==> src/rtl/bargraph_peak.sv <==
// LED bar-graph driver: thermometer level from the highest set data bit,
// bar or dot display, with an optional peak marker that holds and then decays.
module bargraph_peak #(
  parameter int unsigned N_LEDS       = 8,
  parameter int unsigned HOLD_CYCLES  = 50000000,
  parameter int unsigned DECAY_CYCLES = 5000000,
  localparam int unsigned LW          = $clog2(N_LEDS + 1)
) (
  input  logic              clock,
  input  logic              reset_n,
  input  logic [N_LEDS-1:0] data,
  input  logic              sample_en,
  input  logic [1:0]        mode,
  input  logic              clear_peak,
  output logic [N_LEDS-1:0] leds,
  output logic [LW-1:0]     level,
  output logic [LW-1:0]     peak_level
);

  localparam int unsigned HW = (HOLD_CYCLES > 1) ? $clog2(HOLD_CYCLES) : 1;
  localparam int unsigned DW = (DECAY_CYCLES > 1) ? $clog2(DECAY_CYCLES) : 1;

  localparam logic [1:0] IDLE  = 2'd0;
  localparam logic [1:0] HOLD  = 2'd1;
  localparam logic [1:0] DECAY = 2'd2;

  logic [1:0]        state, state_next;
  logic [LW-1:0]     level_next, peak_next, decay_val;
  logic [HW-1:0]     hold_cnt, hold_next;
  logic [DW-1:0]     decay_cnt, decay_next;
  logic [N_LEDS-1:0] leds_next;

  // Priority encoder: highest set bit index plus one, zero for an empty word
  always_comb begin
    level_next = '0;
    for (int i = 0; i < int'(N_LEDS); i++) begin
      if (data[i]) level_next = LW'(i + 1);
    end
  end

  // One-LED decay step, floored at the current level
  always_comb begin
    decay_val = level;
    if ((peak_level != '0) && ((peak_level - LW'(1)) > level)) decay_val = peak_level - LW'(1);
  end

  always_ff @(posedge clock) begin
    if (!reset_n) state <= IDLE;
    else          state <= state_next;
  end

  always_comb begin
    state_next = state;
    peak_next  = peak_level;
    hold_next  = hold_cnt;
    decay_next = decay_cnt;
    if (clear_peak) begin
      state_next = IDLE;
      peak_next  = '0;
      hold_next  = '0;
      decay_next = '0;
    end else begin
      case (state)
        IDLE: begin
          peak_next = '0;
          if (level != '0) begin
            peak_next  = level;
            state_next = HOLD;
            hold_next  = '0;
          end
        end
        HOLD: begin
          if (level > peak_level) begin
            peak_next = level;
            hold_next = '0;
          end else if (hold_cnt == HW'(HOLD_CYCLES - 1)) begin
            state_next = DECAY;
            hold_next  = '0;
            decay_next = '0;
          end else begin
            hold_next = hold_cnt + HW'(1);
          end
        end
        DECAY: begin
          if (level > peak_level) begin
            peak_next  = level;
            state_next = HOLD;
            hold_next  = '0;
          end else if (decay_cnt == DW'(DECAY_CYCLES - 1)) begin
            decay_next = '0;
            peak_next  = decay_val;
            if (decay_val == '0) state_next = IDLE;
          end else begin
            decay_next = decay_cnt + DW'(1);
          end
        end
        default: begin
          state_next = IDLE;
          peak_next  = '0;
          hold_next  = '0;
          decay_next = '0;
        end
      endcase
    end
  end

  // mode[0] selects dot over bar, mode[1] overlays the peak marker
  always_comb begin
    leds_next = '0;
    for (int i = 0; i < int'(N_LEDS); i++) begin
      leds_next[i] = mode[0] ? (LW'(i + 1) == level) : (LW'(i) < level);
      if (mode[1] && (LW'(i + 1) == peak_level)) leds_next[i] = 1'b1;
    end
  end

  always_ff @(posedge clock) begin
    if (!reset_n) begin
      level      <= '0;
      peak_level <= '0;
      leds       <= '0;
      hold_cnt   <= '0;
      decay_cnt  <= '0;
    end else begin
      if (sample_en) level <= level_next;
      peak_level <= peak_next;
      leds       <= leds_next;
      hold_cnt   <= hold_next;
      decay_cnt  <= decay_next;
    end
  end

endmodule

==> config.mk <==
export PLATFORM = sky130hd
export DESIGN_NAME = bargraph_peak
export DESIGN_NICKNAME = d
export VERILOG_FILES = /design/src/rtl/bargraph_peak.sv
export SDC_FILE = /design/constraint.sdc
export NUM_CORES = 1
export LEC_CHECK = 0
export ABC_AREA = 1
export ABC_CLOCK_PERIOD_IN_PS = 2930
export BUFFER_PORTS_ARGS = -buffer_cell sky130_fd_sc_hd__buf_2
export CORE_MARGIN = 2
export CORE_UTILIZATION = 60
export DETAILED_ROUTE_END_ITERATION = 8
export PLACE_DENSITY = 0.79
export SYNTH_ARGS = -nofsm -noshare
export SYNTH_HDL_FRONTEND = slang
export SYNTH_SLANG_ARGS = --single-unit
==> constraint.sdc <==
create_clock -name clock -period 2.93 [get_ports clock]
set_input_delay 0.7325 -clock clock [delete_from_list [all_inputs] [get_ports clock]]
set_output_delay 0.7325 -clock clock [all_outputs]
set_load 0.05 [all_outputs]
## Word-level counts from Yosys, hierarchy flattened

Cells that the tools add are included.

- Output and inout bits: 16
- Flip-flop bits (word level): 67
- Bits of input ports: 14

- Multiplexer cells: 47
- Order comparisons: 10
- Reductions and logical operators: 18
- Equality and inequality tests: 28
- Bitwise gates (word level): 2
- Add/sub/neg operators: 3

Operators with widths:

| cell | count |
|---|---|
| 2-to-1 mux 26 bit | 4 |
| 2-to-1 mux 23 bit | 4 |
| case mux 26 bit (3 select lines) | 1 |
| case mux 23 bit (3 select lines) | 1 |
| 2-to-1 mux 4 bit | 12 |
| equality test 3 x 4 -> 1 bit (first input constant) | 8 |
| adder 26 x 1 -> 26 bit (second input constant) | 1 |
| equality test 26 bit (second input constant) | 1 |
| adder 23 x 1 -> 23 bit (second input constant) | 1 |
| equality test 23 bit (second input constant) | 1 |
| 2-to-1 mux 1 bit | 17 |
| equality test 2 x 4 -> 1 bit (first input constant) | 4 |
| less-than comparator 3 x 4 -> 1 bit (first input constant) | 4 |
| 2-to-1 mux 2 bit | 6 |
| inequality test 2 bit (second input constant) | 6 |
| case mux 4 bit (3 select lines) | 1 |
| logical AND 1 bit | 9 |
| equality test 1 x 4 -> 1 bit (first input constant) | 2 |
| equality test 4 bit (first input constant) | 2 |
| > comparator 4 bit | 2 |
| less-than comparator 1 x 4 -> 1 bit (first input constant) | 2 |
| less-than comparator 2 x 4 -> 1 bit (first input constant) | 2 |
| nonzero test 4 bit | 2 |
| inequality test 3 bit (second input constant) | 2 |
| other kinds (11) | 13 |

## Longest topological paths before layout

- Word-level depth: 9
- Depth in mapped cells: 17
- Depth with buffers taken out: 17

## Worst setup path before layout

No wires, ideal clock.

- Path kind: register to register
- Start point: register peak_level[0]
- End point: register state[1]
- Arrival: 2.456 ns
- Slack: 0.342 ns
- Cell stages (with the launch flop): 15
- Period minus slack after synthesis: 2.588 ns
- Path through: dfxtp_1 > inv_1 > ha_1 > xor2_1 > ha_1 > nand2_1 > nor2_1 > nor2_2 > nand2_1 > nand2_1 > nand2_1 > nor2_1 > nand2_1 > a21oi_1 > a21oi_1

- Word-level cells in the longest chain between the ends: 7

RTL lines:

| item | line | RTL |
|---|---|---|
| from (decl) | 17 | `output logic [LW-1:0] peak_level` |
| from (signal assigned) | 125 | `peak_level <= peak_next;` |
| subtractor 4 x 1 -> 4 bit | 44 | `if ((peak_level != '0) && ((peak_level - LW'(1)) > level)) decay_val = peak_level - LW'(1);` |
| > comparator 4 bit | 44 |  |
| logical AND 1 bit | 44 |  |
| 2-to-1 mux 4 bit | 44 |  |
| logical NOT 4 bit | 92 | `if (decay_val == '0) state_next = IDLE;` |
| inequality test 3 bit (no line) | n/a |  |
| AND reduction 5 bit (no line) | n/a |  |
| to (signal assigned) | 49 | `else state <= state_next;` |
| to (decl) | 27 | `logic [1:0] state, state_next;` |

Parallel ways exist; a longest one is shown, timed or not.
A chain may end at the register's enable or synchronous reset.

## Worst setup path after layout

- Start point: register peak_level[3]
- End point: register decay_cnt[2]

- Word-level cells in the longest chain between the ends: 3

RTL lines:

| item | line | RTL |
|---|---|---|
| > comparator 4 bit (*) | 73, 85 |  |
| inequality test 2 bit (no line) | n/a |  |
| AND reduction 4 bit (no line) (*) | n/a |  |
| to (signal assigned) | 128 | `decay_cnt <= decay_next;` |
| to (decl) | 30 | `logic [DW-1:0] decay_cnt, decay_next;` |

Mark *: on every way between the ends. The rest lies on a longest branch, timed or not.

==> metrics <==
Residual DRC=0; synth unique cells=35; Final nets=789; setup ws final=0.325 ns; GP Congestion=1.02; commonest non-fill, non-tap cell in the layout=nand2_1; pin count of the biggest net entering global routing=29; cell area power density=424 mW/mm²; drt total wl=11700 µm; Yosys warnings=0; CP Class=reg2reg; P_leak=0.00189 µW; Seq/Total Area, Yosys=0.299; Fin. Hold Viols=0; f_max=0.384 GHz; Critical Path End Type=register; Clock Pin Slew Worst Setup and Hold Paths=0.08 ns; Synth Cell Area=0.00449 mm²; layout cell share with drive strength beyond 1=0.102; crit start category=register; DIE AREA=0.00819 mm²; row count=31; vias in the first global route=4447; most frequent cells in the layout=nand2_1 (206), nor2_1 (108), inv_1 (75), dfxtp_1 (67), nand3_1 (61); Slew HR=0.554; syn avg cell area=6.13 µm²; Final Cycle Share=0.889; core area=0.00725 mm²; post-DP HPWL=8920 µm; unrepaired setup endpoints after global routing=false; global-route wire length before repair=20000 µm; Clock Skew=0.00621 ns; Syn Nets=760; Crit path required time=3.17 ns; dpl ws=0.410 ns; final setup TNS=0 ns; total CTS buffers=9; H-tree levels=3; Worst-Margin Slew=0.666 ns; clock sinks=67; post-CTS setup buffers=0; post-route minimum period=2.61 ns; fin. max-slew vios=0; total gr overflow=0; antenna-violating nets left=0; final setup fails=0; maximum vdd drop=0.262 mV; total chip power=2080 µW; Vias/cell=5.51; 1st-pass router iterations=5; number of DRC markers in iteration 0=316; Die Span X=90.5 µm; post-route insts no fill=865; # placed instances=849; Port-buffer cells=29; top cells by area, synth=dfxtp_1 (30%), nand2_1 (17%), nor2_1 (9.0%), nand3_1 (6.8%), inv_1 (6.3%); critical path fanouts, max=28; Die Y=90.5 µm; Starting Density=0.619; synthesized flop and latch total=67; CP arrival=2.85 ns; status=complete, no violations; CTS tree=done; Hold WC Path Type=reg2reg; share of the synthesized area in the top cell type=0.299; per-cell routed wire length=13.5 µm; antenna violations before repair=0; Area Overhead vs Synth=9.20%; Yosys top cell by area=dfxtp_1; GR Util All Layers=0.292; Post-Synthesis Cells=732; Diodes inserted=0; Post-CTS Hold Buffers=0; Max Root-Sink Buffers=2; via count=4763; IO Pins=30; Worst-Skew Late Latency=0.35 ns; Root Driver=clkbuf_8; post-CTS sizing=0; Max Cap Viol=0
==> through the flow <==
| stage | hold slack (ns) | utilization | area (µm²) |
|---|---|---|---|
| 3_5_place_dp | 0.477 | 0.648 | 4700 |
| 3_3_place_gp | 0.450 | 0.648 | 4700 |
| 2_1_floorplan | 0.437 | - | 4490 |
| 6_report | 0.488 | 0.676 | 4900 |
| 4_1_cts | 0.488 | 0.676 | 4900 |
| 5_1_grt | 0.494 | 0.676 | 4900 |
==> final timing paths <==
path                               from                   endpoint  slack [ns]  depth (start not counted)
max          peak_level[3]$_SDFFE_PP0P_  decay_cnt[2]$_SDFFE_PP0P_        0.32                         13
min           hold_cnt[23]$_SDFFE_PP0P_  hold_cnt[23]$_SDFFE_PP0P_        0.49                          2
max reg2reg  peak_level[3]$_SDFFE_PP0P_  decay_cnt[2]$_SDFFE_PP0P_        0.32                         13
min reg2reg   hold_cnt[23]$_SDFFE_PP0P_  hold_cnt[23]$_SDFFE_PP0P_        0.49                          2
==> synthesized netlist by cell type <==
| cell | number |
|---|---|
| nand2_1 | 206 |
| nor2_1 | 108 |
| inv_1 | 75 |
| dfxtp_1 | 67 |
| nand3_1 | 61 |
| a21oi_1 | 53 |
| nand4_1 | 20 |
| nor3_1 | 20 |
| o21ai_0 | 18 |
| ha_1 | 14 |
| inv_2 | 12 |
| xor2_1 | 11 |
| o21ai_1 | 9 |
| buf_2 | 6 |
| clkbuf_1 | 6 |
| xnor2_1 | 6 |
| nor2_2 | 5 |
| a211oi_1 | 4 |
| a31oi_1 | 3 |
| buf_6 | 3 |
| nor3b_1 | 3 |
| nor4_1 | 3 |
| or2_2 | 3 |
| buf_4 | 2 |
| nor3_4 | 2 |
| o21bai_1 | 2 |
| o221ai_1 | 2 |
| a21oi_2 | 1 |
| a21oi_4 | 1 |
| and3_1 | 1 |
| nand2_2 | 1 |
| nand3_2 | 1 |
| nand3b_1 | 1 |
| nor2_8 | 1 |
| o22ai_1 | 1 |
==> layout make-up <==
cell class | count | area (µm²)
Clock inverter | 7 | 76.3
Sequential cell | 67 | 1340
Clock buffer | 9 | 124
Inverter | 87 | 327
Multi-Input combinational cell | 561 | 2720
Fill cell | 690 | 2350
Tap cell | 99 | 124
Timing Repair Buffer | 35 | 190
==> worst max-delay path: stages (launching register included) <==
cell	delay [ns]
dfxtp_1	0.45
inv_1	0.09
ha_1	0.32
a21oi_1	0.15
o21ai_1	0.08
nand2_1	0.08
buf_4	0.19
inv_1	0.07
nand2_1	0.07
nand2_2	0.11
nor2_8	0.33
inv_2	0.27
a21oi_4	0.22
nor2_1	0.06
==> sequential cells by signal, summed over array words and instances (netlist names) <==
name and flops:
decay_cnt 23, hold_cnt 26, state 2, peak_level 4, level 4, leds 8
==> per-layer routing <==
metal	global-route usage	share of wire	up-vias
li1	-	-	2425
met1	0.374	0.44	2139
met2	0.501	0.48	175
met3	0.0417	0.064	24
met4	0.105	0.019	0
met5	0	0	-
==> logic make-up after synthesis <==
| kind of cell | after synthesis | share of synthesized area |
|---|---|---|
| AND/OR/NAND/NOR | 436 | 0.419 |
| buffers and inverters | 104 | 0.0953 |
| AO/OA/AOI/OAI | 94 | 0.114 |
| flip-flops | 67 | 0.299 |
| XOR/XNOR | 17 | 0.0332 |
| adder cells (fa/ha/maj) | 14 | 0.0390 |
==> power breakdown <==
group	total [µW]	internal, µW	switching (µW)
clock	792	399	393
combinational	341	92.3	249
sequential	943	926	16.9
total	2080	1420	660
No activity file was read; power rests on OpenSTA's default activity.
